### config.mk
export PLATFORM = sky130hd
export DESIGN_NAME = cbfp_blk_ctrl_flat
export DESIGN_NICKNAME = d
export VERILOG_FILES = /design/src/rtl/cbfp_ctrl_pkg.sv /design/src/rtl/cbfp_blk_ctrl_if.sv /design/src/rtl/cbfp_blk_ctrl_bank_fsm.sv /design/src/rtl/cbfp_blk_ctrl.sv /design/src/flat_wrapper.sv
export SDC_FILE = /design/constraint.sdc
export NUM_CORES = 1
export LEC_CHECK = 0
export BUFFER_PORTS_ARGS = -buffer_cell sky130_fd_sc_hd__buf_4
export CAP_MARGIN = 20
export CORE_ASPECT_RATIO = 0.7
export CORE_UTILIZATION = 35
export DETAILED_ROUTE_END_ITERATION = 8
export GPL_ROUTABILITY_DRIVEN = 0
export GPL_TIMING_DRIVEN = 0
export PLACE_DENSITY = 0.58
export SYNTH_ARGS = -nofsm -noshare
export SYNTH_HDL_FRONTEND = slang
export SYNTH_SLANG_ARGS = --single-unit
### constraint.sdc
create_clock -name clk -period 2.8 [get_ports clk]
set_clock_uncertainty 0.1 [all_clocks]
set_input_delay 0.28 -clock clk [delete_from_list [all_inputs] [get_ports clk]]
set_output_delay 0.28 -clock clk [all_outputs]
set_load 0.01 [all_outputs]
### src/rtl/cbfp_ctrl_pkg.sv
// Shared types and constants for the CBFP block sequencer.
package cbfp_ctrl_pkg;

  // Default width of leading-zero counts / shift amount.
  localparam int cbfp_lzc_w     = 5;
  // Default saturation limit for the block shift (din_size - dout_size).
  localparam int cbfp_max_shift = 12;

  typedef enum logic [1:0] {
    EMPTY   = 2'd0,
    FILLING = 2'd1,
    FULL    = 2'd2,
    READING = 2'd3
  } bank_state_t;

  function automatic int unsigned min_u(input int unsigned a, input int unsigned b);
    return (a < b) ? a : b;
  endfunction

endpackage

### src/rtl/cbfp_blk_ctrl_if.sv
// Beat-stream / buffer-control bundle between the CBFP datapath and the block sequencer.
// master: datapath/stimulus side, slave: cbfp_blk_ctrl.
interface cbfp_blk_ctrl_if #(
  parameter int addr_w = 2,
  parameter int lzc_w  = 5
);
  logic              valid_in;
  logic [lzc_w-1:0]  beat_lzc;
  logic              rd_ready;
  logic              wr_en;
  logic              wr_bank;
  logic [addr_w-1:0] wr_addr;
  logic              rd_en;
  logic              rd_bank;
  logic [addr_w-1:0] rd_addr;
  logic              valid_out;
  logic [lzc_w-1:0]  shift_amt;
  logic              blk_last;
  logic              overflow;
  logic [15:0]       blk_count;

  modport master (
    output valid_in, beat_lzc, rd_ready,
    input  wr_en, wr_bank, wr_addr, rd_en, rd_bank, rd_addr,
           valid_out, shift_amt, blk_last, overflow, blk_count
  );

  modport slave (
    input  valid_in, beat_lzc, rd_ready,
    output wr_en, wr_bank, wr_addr, rd_en, rd_bank, rd_addr,
           valid_out, shift_amt, blk_last, overflow, blk_count
  );
endinterface

### src/rtl/cbfp_blk_ctrl_bank_fsm.sv
// Per-bank state of the ping-pong sample buffer plus the latched block exponent.
//
// state   | meaning
// EMPTY   | bank free, no beats written
// FILLING | at least one beat of the current block written
// FULL    | block complete, exponent latched, waiting for read-out
// READING | block being streamed to the downstream stage
module cbfp_bank_fsm
  import cbfp_ctrl_pkg::*;
#(
  parameter int lzc_w = cbfp_lzc_w
) (
  input  logic             clk,
  input  logic             rstn,
  input  logic             set_fill,
  input  logic             set_full,
  input  logic             start_read,
  input  logic             done_read,
  input  logic [lzc_w-1:0] exp_in,
  output bank_state_t      state,
  output logic [lzc_w-1:0] exp_out
);

  bank_state_t      state_q;
  logic [lzc_w-1:0] exp_q;

  // Bank lifecycle; a bank finishing read-out may be refilled in the same cycle.
  always_ff @(posedge clk) begin
    if (!rstn) begin
      state_q <= EMPTY;
      exp_q   <= '0;
    end else begin
      case (state_q)
        EMPTY:   if (set_fill) state_q <= FILLING;
        FILLING: if (set_full) begin
                   state_q <= FULL;
                   exp_q   <= exp_in;
                 end
        FULL:    if (start_read) state_q <= READING;
        READING: if (done_read) state_q <= set_fill ? FILLING : EMPTY;
        default: state_q <= EMPTY;
      endcase
    end
  end

  assign state   = state_q;
  assign exp_out = exp_q;

endmodule

### src/rtl/cbfp_blk_ctrl.sv
// CBFP block sequencer: groups input beats into blocks, steers them into a
// two-bank ping-pong buffer, tracks the block minimum LZC and reads each
// completed block out with its shift amount.
// Optional block statistics counter: define CBFP_STATS_EN.
module cbfp_blk_ctrl
  import cbfp_ctrl_pkg::*;
#(
  parameter int array_size    = 16,
  parameter int beats_per_blk = 4,
  parameter int lzc_w         = cbfp_lzc_w,
  parameter int max_shift     = cbfp_max_shift
) (
  input  logic           clk,
  input  logic           rstn,
  cbfp_blk_ctrl_if.slave bus
);

  localparam int                addr_w    = $clog2(beats_per_blk);
  localparam logic [addr_w-1:0] last_beat = addr_w'(beats_per_blk - 1);
  localparam logic [lzc_w-1:0]  shift_sat = lzc_w'(max_shift);

  if (beats_per_blk < 2 || (beats_per_blk & (beats_per_blk - 1)) != 0 || array_size < 1) begin : g_bad_cfg
    $error("cbfp_blk_ctrl: beats_per_blk must be a power of 2 >= 2");
  end

  bank_state_t      bank_st  [2];
  logic [lzc_w-1:0] bank_exp [2];
  logic [1:0]       set_fill, set_full, start_read, done_read;
  logic [lzc_w-1:0] blk_exp;

  logic              wr_ok, wr_en, wr_last, rd_en, rd_done, any_reading;
  logic [addr_w-1:0] wr_cnt_q, wr_cnt_d, rd_cnt_q, rd_cnt_d;
  logic              wr_bank_q, wr_bank_d, rd_bank_q, rd_bank_d;
  logic [lzc_w-1:0]  run_min_q, run_min_d;
  logic              overflow_q, overflow_d;
  logic              valid_out_q, valid_out_d;
  logic [lzc_w-1:0]  shift_amt_q, shift_amt_d;
  logic              blk_last_q, blk_last_d;

  for (genvar g = 0; g < 2; g++) begin : g_bank
    cbfp_bank_fsm #(.lzc_w(lzc_w)) u_bank (
      .clk        (clk),
      .rstn       (rstn),
      .set_fill   (set_fill[g]),
      .set_full   (set_full[g]),
      .start_read (start_read[g]),
      .done_read  (done_read[g]),
      .exp_in     (blk_exp),
      .state      (bank_st[g]),
      .exp_out    (bank_exp[g])
    );
  end

  // Write/read steering, bank events and next-state of counters and outputs.
  always_comb begin
    any_reading = (bank_st[0] == READING) || (bank_st[1] == READING);

    // rstn gating keeps the combinational strobes at 0 while reset is held.
    rd_en     = rstn && (bank_st[rd_bank_q] == READING) && bus.rd_ready;
    rd_done   = rd_en && (rd_cnt_q == last_beat);
    done_read = {rd_done && rd_bank_q, rd_done && !rd_bank_q};
    start_read = {!any_reading && rd_bank_q  && (bank_st[1] == FULL),
                  !any_reading && !rd_bank_q && (bank_st[0] == FULL)};

    // A bank finishing read-out this cycle is already writable.
    wr_ok   = (bank_st[wr_bank_q] == EMPTY) || (bank_st[wr_bank_q] == FILLING) ||
              done_read[wr_bank_q];
    wr_en   = rstn && bus.valid_in && wr_ok;
    wr_last = (wr_cnt_q == last_beat);

    set_fill = {wr_en && wr_bank_q,  wr_en && !wr_bank_q} & {2{wr_cnt_q == '0}};
    set_full = {wr_en && wr_bank_q,  wr_en && !wr_bank_q} & {2{wr_last}};
    blk_exp  = lzc_w'(min_u(min_u(32'(run_min_q), 32'(bus.beat_lzc)), max_shift));

    wr_cnt_d   = wr_cnt_q;
    wr_bank_d  = wr_bank_q;
    run_min_d  = run_min_q;
    if (wr_en) begin
      if (wr_last) begin
        wr_cnt_d  = '0;
        wr_bank_d = !wr_bank_q;
        run_min_d = shift_sat;
      end else begin
        wr_cnt_d  = wr_cnt_q + 1'b1;
        run_min_d = lzc_w'(min_u(32'(run_min_q), 32'(bus.beat_lzc)));
      end
    end
    overflow_d = overflow_q || (bus.valid_in && !wr_ok);

    rd_cnt_d  = rd_cnt_q;
    rd_bank_d = rd_bank_q;
    if (rd_en) begin
      rd_cnt_d = rd_done ? '0 : rd_cnt_q + 1'b1;
      if (rd_done) rd_bank_d = !rd_bank_q;
    end

    valid_out_d = rd_en;
    blk_last_d  = rd_done;
    shift_amt_d = rd_en ? bank_exp[rd_bank_q] : shift_amt_q;
  end

  // Sequencer state and the read-aligned output registers.
  always_ff @(posedge clk) begin
    if (!rstn) begin
      wr_cnt_q    <= '0;
      wr_bank_q   <= 1'b0;
      run_min_q   <= shift_sat;
      overflow_q  <= 1'b0;
      rd_cnt_q    <= '0;
      rd_bank_q   <= 1'b0;
      valid_out_q <= 1'b0;
      shift_amt_q <= '0;
      blk_last_q  <= 1'b0;
    end else begin
      wr_cnt_q    <= wr_cnt_d;
      wr_bank_q   <= wr_bank_d;
      run_min_q   <= run_min_d;
      overflow_q  <= overflow_d;
      rd_cnt_q    <= rd_cnt_d;
      rd_bank_q   <= rd_bank_d;
      valid_out_q <= valid_out_d;
      shift_amt_q <= shift_amt_d;
      blk_last_q  <= blk_last_d;
    end
  end

`ifdef CBFP_STATS_EN
  logic [15:0] blk_count_q, blk_count_d;

  // Count blocks delivered downstream; wraps naturally at 2^16.
  always_comb begin
    blk_count_d = blk_count_q + 16'(valid_out_q && blk_last_q);
  end

  // Statistics register.
  always_ff @(posedge clk) begin
    if (!rstn) blk_count_q <= '0;
    else       blk_count_q <= blk_count_d;
  end

  assign bus.blk_count = blk_count_q;
`else
  assign bus.blk_count = '0;
`endif

  assign bus.wr_en     = wr_en;
  assign bus.wr_bank   = wr_bank_q;
  assign bus.wr_addr   = wr_cnt_q;
  assign bus.rd_en     = rd_en;
  assign bus.rd_bank   = rd_bank_q;
  assign bus.rd_addr   = rd_cnt_q;
  assign bus.valid_out = valid_out_q;
  assign bus.shift_amt = shift_amt_q;
  assign bus.blk_last  = blk_last_q;
  assign bus.overflow  = overflow_q;

endmodule

### src/flat_wrapper.sv
// flat-port wrapper written by rule: the top's interface ports become plain ports
module cbfp_blk_ctrl_flat import cbfp_ctrl_pkg::*;
#(
  parameter int array_size    = 16,
  parameter int beats_per_blk = 4,
  parameter int lzc_w         = cbfp_lzc_w,
  parameter int max_shift     = cbfp_max_shift
)
  (clk, rstn, bus_valid_in, bus_beat_lzc, bus_rd_ready, bus_wr_en, bus_wr_bank, bus_wr_addr, bus_rd_en, bus_rd_bank, bus_rd_addr, bus_valid_out, bus_shift_amt, bus_blk_last, bus_overflow, bus_blk_count);
  cbfp_blk_ctrl_if #(.addr_w(2), .lzc_w(lzc_w)) bus_i ();
  input  logic clk;
  input  logic rstn;
  input wire logic [$bits(bus_i.valid_in)-1:0] bus_valid_in;
  input wire logic [$bits(bus_i.beat_lzc)-1:0] bus_beat_lzc;
  input wire logic [$bits(bus_i.rd_ready)-1:0] bus_rd_ready;
  output wire logic [$bits(bus_i.wr_en)-1:0] bus_wr_en;
  output wire logic [$bits(bus_i.wr_bank)-1:0] bus_wr_bank;
  output wire logic [$bits(bus_i.wr_addr)-1:0] bus_wr_addr;
  output wire logic [$bits(bus_i.rd_en)-1:0] bus_rd_en;
  output wire logic [$bits(bus_i.rd_bank)-1:0] bus_rd_bank;
  output wire logic [$bits(bus_i.rd_addr)-1:0] bus_rd_addr;
  output wire logic [$bits(bus_i.valid_out)-1:0] bus_valid_out;
  output wire logic [$bits(bus_i.shift_amt)-1:0] bus_shift_amt;
  output wire logic [$bits(bus_i.blk_last)-1:0] bus_blk_last;
  output wire logic [$bits(bus_i.overflow)-1:0] bus_overflow;
  output wire logic [$bits(bus_i.blk_count)-1:0] bus_blk_count;
  assign bus_i.valid_in = bus_valid_in;
  assign bus_i.beat_lzc = bus_beat_lzc;
  assign bus_i.rd_ready = bus_rd_ready;
  assign bus_wr_en = bus_i.wr_en;
  assign bus_wr_bank = bus_i.wr_bank;
  assign bus_wr_addr = bus_i.wr_addr;
  assign bus_rd_en = bus_i.rd_en;
  assign bus_rd_bank = bus_i.rd_bank;
  assign bus_rd_addr = bus_i.rd_addr;
  assign bus_valid_out = bus_i.valid_out;
  assign bus_shift_amt = bus_i.shift_amt;
  assign bus_blk_last = bus_i.blk_last;
  assign bus_overflow = bus_i.overflow;
  assign bus_blk_count = bus_i.blk_count;
  cbfp_blk_ctrl #(.array_size(array_size), .beats_per_blk(beats_per_blk), .lzc_w(lzc_w), .max_shift(max_shift)) u_core (.clk(clk), .rstn(rstn), .bus(bus_i));
endmodule
Yosys cells after proc, flatten, opt, wreduce, memory -nomap -nowiden:

Index checks and enable logic that the tools add are counted.
Widths: inputs -> output; s select.

* word-level logic and storage cells: 102
* bits in registers: 33
* output and inout port bits: 32
* bits of input ports: 9

* bitwise logic cells: 4
* equal/unequal tests: 18
* muxes and demuxes: 28
* reduce and logical (&&, ||, !) cells: 32
* add/sub/neg operators: 2
* $lt $le $gt $ge: 5

Operator list (number)
* $lt 32x4->1 const B: 1
* $mux 2: 16
* $mux 5: 6
* $pmux 2 s4: 2
* $eq 2x2->1 const B: 7
* $logic_and 1x1->1: 14
* $logic_not 2->1: 4
* $ne 2x1->1 const B: 4
* $ne 2x2->1 const B: 4
* $reduce_and 2->1: 4
* $reduce_and 4->1: 2
* $eq 2x1->1 const B: 3
* $lt 5x5->1: 1
* $add 2x1->2 const B: 2
* $and 2x2->2: 2
* $ge 2x2->1 const B: 2
* $logic_not 1->1: 4
* $logic_or 1x1->1: 4
* $mux 1: 4
* $not 1->2: 2
* $lt 1x2->1 const B: 1

Depth between registers and ports, before layout:

* depth after elaboration: 18
* gate-level depth with buffers: 7
* mapped depth without buffers: 7

Hierarchy:

From an unflattened synthesis, not the netlist that was laid out.

* cell total of the unflattened synthesis: 237
* area total of the unflattened synthesis: 1985.7 µm²

Modules (own cells, without submodules)
* cbfp_blk_ctrl: cells an instance 155, area each 1287.5 µm², instances 1
* cbfp_bank_fsm: cells an instance 41, area each 349.1 µm², instances 2

Worst setup path before layout:

No wires, ideal clock.

* path kind: register to register
* start point: register u_core.rd_cnt_q[0] (netlist: u_core.bus.rd_addr[0])
* end point: register u_core.g_bank[0].u_bank.state_q[0]
* clock period less this slack: 2.189 ns
* data required time: 2.583 ns
* stages on the path, launching flop included: 7
* arrival time: 1.971 ns
* slack: 0.611 ns
* cells stage by stage: dfxtp_1 > ha_1 > nand3_2 > o31ai_4 > a31oi_1 > or4_1 > a32o_2

* longest elaborated chain between the ends: 12

RTL lines
* start: declaration: RTL line cbfp_blk_ctrl.sv:32 `logic [addr_w-1:0] wr_cnt_q, wr_cnt_d, rd_cnt_q, rd_cnt_d;`
* start signal: assignment: RTL line cbfp_blk_ctrl.sv:119 `rd_cnt_q <= rd_cnt_d;`
* $eq 2x2->1 (*): RTL line cbfp_blk_ctrl.sv:60 `rd_done = rd_en && (rd_cnt_q == last_beat);`
* $logic_and 1x1->1 (*): RTL line cbfp_blk_ctrl.sv:60
* $logic_and 1x1->1: RTL line cbfp_blk_ctrl.sv:61 `done_read = {rd_done && rd_bank_q, rd_done && !rd_bank_q};`
* $mux 1 (not written as such) (2 in series): RTL line cbfp_blk_ctrl.sv:67 `done_read[wr_bank_q];`
* $logic_or 1x1->1: RTL line cbfp_blk_ctrl.sv:66 `wr_ok = (bank_st[wr_bank_q] == EMPTY) || (bank_st[wr_bank_q] == FILLING) ||`
* $logic_and 1x1->1: RTL line cbfp_blk_ctrl.sv:68 `wr_en = rstn && bus.valid_in && wr_ok;`
* $logic_and 1x1->1: RTL line cbfp_blk_ctrl.sv:71, cbfp_blk_ctrl.sv:72
* $and 2x2->2: RTL line cbfp_blk_ctrl.sv:71 `set_fill = {wr_en && wr_bank_q, wr_en && !wr_bank_q} & {2{wr_cnt_q == '0}};`
* $mux 1: RTL line cbfp_blk_ctrl_bank_fsm.sv:40 `READING: if (done_read) state_q <= set_fill ? FILLING : EMPTY;`
* $mux 2: RTL line cbfp_blk_ctrl_bank_fsm.sv:40
* $pmux 2 s4: RTL line cbfp_blk_ctrl_bank_fsm.sv:33 `case (state_q)`
* end signal: assignment: RTL line cbfp_blk_ctrl_bank_fsm.sv:40
* end: declaration: RTL line cbfp_blk_ctrl_bank_fsm.sv:24 `bank_state_t state_q;`

Mark *: on every way between the ends. The rest lies on a longest branch, timed or not. The select of a mux whose other input is x is not followed.
A chain may end at the register's enable or synchronous reset.

Worst setup path after layout:

* start point: register u_core.rd_bank_q (netlist: u_core.bus.rd_bank)
* end point: output bus_rd_en

* longest elaborated chain between the ends: 7

RTL lines
* start: declaration: RTL line cbfp_blk_ctrl.sv:33 `logic wr_bank_q, wr_bank_d, rd_bank_q, rd_bank_d;`
* start signal: assignment: RTL line cbfp_blk_ctrl.sv:120 `rd_bank_q <= rd_bank_d;`
* $not 1->2 (not written as such): RTL line cbfp_blk_ctrl.sv:59 `rd_en = rstn && (bank_st[rd_bank_q] == READING) && bus.rd_ready;`
* $mux 2 (not written as such) (3 in series): RTL line cbfp_blk_ctrl.sv:59
* $eq 2x2->1: RTL line cbfp_blk_ctrl.sv:59
* $logic_and 1x1->1 (2 in series): RTL line cbfp_blk_ctrl.sv:59
* end: declaration: RTL line flat_wrapper.sv:19 `output wire logic [$bits(bus_i.rd_en)-1:0] bus_rd_en;`

Every way passes these cells. The select of a mux whose other input is x is not followed.

==> flow_summary_export.csv <==
group,metric,value,unit
run_status,outcome,"complete, no violations",
finish,layout_commonest_cell,"buf_4",
route,wl_per_cell,12.4,um
sta,slew_headroom,64.9,%
global_route,grt_antenna_before_repair,0,
route,top_layer_used,"met4",
sta,fin_crit,2.45,ns
finish,layout-drive-gt1-share,21.5,%
synthesis,syn_avg_cell_area,8.58,um^2
global_route,grt_pass1_wl,7180,um
setup_path,r2r_slack,0.42,ns
route,wirelength,4290,um
pwr,p_int,0.808,mW
setup_path,critPathKind,"reg2out",
finish,utilization,44.6,%
floorplanning,rows,22,
sta,drv_slew,0,
worst_hold_path,hold_class,"in2reg",
floorplanning,start_util,36.8,%
setup_path,startpoint_type,"register",
floorplanning,fp.dieW,91.1,um
route,ant_nets,0,
cts,cts_tree,"built",
sta,final_hold_viol_count,0,
finish,n_antenna_cell,0,
route,vias,1674,
cts,post_cts_buffers,0,
pwr,power.switching,0.382,mW
floorplanning,die_h,64.4,um
sta,finalSetupTns,0,ns
synthesis,synth_flop_cell,"dfxtp_1",
finish,area.growth.synth_to_final,21.0,%
finish,final_cell_mix,"buf_4, dfxtp_1, a21oi_1, nand2_1, ha_1",
setup_path,required,2.42,ns
setup_path,end_kind,"primary output",
synthesis,ys_ff_latch,33,
global_route,grt_pass1_vias,1506,
synthesis,yosys_warnings,0,
worst_hold_path,hp-start,"bus_beat_lzc[1]",
route,drt_iter0_drc,86,
synthesis,synthTopCellsByArea,"dfxtp_1, ha_1, buf_4",
pwr,p_per_area,505,nW/um^2
cts,clk_transition_reported_paths,0.07,ns
cts,cts_made_buffers,5,
pwr,leakagePower,1.00,nW
cts,htreeDepth,2,
route,vias_per_cell,4.84,
global_route,grt_max_degree,11,
floorplanning,io_pins,41,
pwr,p_sw_share,32.1,%
route,wl_met2,1630,um
floorplanning,dieArea,5870,um^2
pwr,p_clk_share,29.0,%
job,cap_violations,0,
synthesis,yosysSeqAreaShare,33.9,%
synthesis,syn-cell-area,1950,um^2
synthesis,synth_area_leader_cell,"dfxtp_1",
route,drt-met1-wl,2390,um
sta,finalSetupViolCount,0,
setup_path,reg2reg_from,"u_core.bus.rd_addr[0]",
route,routed-wl-met3,217,um
route,detail_route.first_pass.iterations,4,
finish,fillers,534,
synthesis,synth-edff-count,0,
cts,cts_resized,0,
cts,clockBufferDepth,2,
synthesis,syn_inst,227,
worst_hold_path,holdPathStages,2,
cts,clock-sinks,33,
setup_path,r2r-end,"u_core.g_bank[0].u_bank.state[0]",
pwr,peakVddDrop,260,uV
placed_design,io_buffers,24,
sta,worst_pin_slew,0.526,ns
pwr,seq_power_share,44.6,%
finish,fin_nets,299,
sta,rsz0062_at_grt,"false",
global_route,grt-ovfl-total,0,
pwr,p_total,1.19,mW
cts,insertion_delay,0.28,ns
pwr,combPwrFrac,26.4,%
placed_design,post-dp-hpwl,3340,um
sta,timing.final.crit_share,87.6,%
synthesis,yosys.area.top_type_share,33.9,%
cts,hold_buffers,0,
worst_hold_path,worstHoldEndpoint,"u_core.run_min_q[1]",
synthesis,async_reset_ff_share,0,%
setup_path,arrival,2.07,ns
sta,max_freq,0.408,GHz
setup_path,critPathMaxFanout,10,
global_route,grt_usage,15.7,%
floorplanning,fp.coreArea,5290,um^2
route,post-route-drc-count,0,
setup_path,rr_worst_depth,6,
cts,root_buffer,"clkbuf_8",
synthesis,ys_types,46,
[sequential cells by signal (all words and copies together), names as in the netlist]
register,cells
u_core.bus.rd_bank,1
u_core.bus.wr_addr,2
u_core.g_bank.u_bank.state,4
u_core.bus.overflow,1
u_core.bus.wr_bank,1
u_core.bus.shift_amt,5
u_core.bus.blk_last,1
u_core.bus.rd_addr,2
u_core.g_bank.u_bank.exp_out,10
u_core.run_min_q,5
u_core.bus.valid_out,1
[worst max-delay path, stage by stage, from the launching register on]
cell     delay (ns)
dfxtp_1        0.47
buf_2          0.31
nand3_1        0.17
a21oi_1        0.40
buf_2          0.29
buf_4          0.15
[power by group through the flow]
stage | combinational [mW] | sequential, mW | clock [mW]
after floorplan | 0.236 | 0.536 | 0
after global placement | 0.308 | 0.540 | 0
after detailed placement | 0.314 | 0.541 | 0
after CTS | 0.314 | 0.530 | 0.360
after global routing | 0.358 | 0.535 | 0.378
final | 0.314 | 0.530 | 0.345
[final cells by class]
| class | count | area, um^2 | area share [%] |
|---|---|---|---|
| inverter | 16 | 60.1 | 2.55 |
| clock inverter | 2 | 10.0 | 0.425 |
| sequential | 33 | 661 | 28.0 |
| tap | 72 | 90.1 | 3.82 |
| buffer | 22 | 146 | 6.21 |
| clock buffer | 6 | 72.6 | 3.08 |
| timing repair buffer | 24 | 180 | 7.65 |
| multi-input combinational | 171 | 1140 | 48.2 |
[cell families (layout without fill, tap and decap cells)]
group,Yosys count,in the layout,synth area share [%]
xor+xnor,1,1,0.450
buf+inv,38,70,10.6
compound gates,71,71,25.0
simple gates,57,57,14.1
other cells,1,16,0.193
mux,9,9,4.76
fa+ha+maj,17,17,10.9
flops,33,33,33.9
[metal layers]
metal / vias to the layer above / track usage [%]
li1: 888 / -
met1: 738 / 22.9
met2: 41 / 22.0
met3: 7 / 4.52
met4: 0 / 4.76
met5: - / 0
[stage by stage]
step | worst slack (ns) | hold slack (ns) | std cells | cell area (um^2)
after global placement | 0.459 | 0.343 | 338 | 2270
after detailed placement | 0.430 | 0.350 | 338 | 2270
final | 0.348 | 0.132 | 346 | 2360
after CTS | 0.308 | 0.130 | 346 | 2360
after floorplan | 0.611 | 0.306 | 242 | 2000
after global routing | 0.207 | 0.135 | 346 | 2360
[Yosys cell counts, types with 3 or more instances]
master     number
a211oi_1        5
a21oi_1        22
a2bb2oi_1       3
a32o_1          3
buf_2           3
buf_4          16
clkbuf_1        3
dfxtp_1        33
ha_1           17
inv_1          14
mux2i_1         7
nand2_1        20
nand3_1         5
nand4_1         3
nor2_1         15
o211ai_1        4
o21a_1          3
o21ai_0        11
o311ai_0        4
[how the worst max path moves through the flow]
stage                                       endpoint             startpoint  slack [ns]  cells after the start
finish                                     bus_rd_en     u_core.bus.rd_bank        0.35                      5
global route                               bus_rd_en     u_core.bus.rd_bank        0.21                      5
CTS                                        bus_rd_en     u_core.bus.rd_bank        0.31                      5
detailed placement  u_core.g_bank[0].u_bank.state[0]  u_core.bus.rd_addr[0]        0.43                      6
global placement    u_core.g_bank[0].u_bank.state[0]  u_core.bus.rd_addr[0]        0.46                      6
floorplan           u_core.g_bank[0].u_bank.state[0]  u_core.bus.rd_addr[0]        0.61                      6
Note: power is estimated with default switching activity, not from simulation.
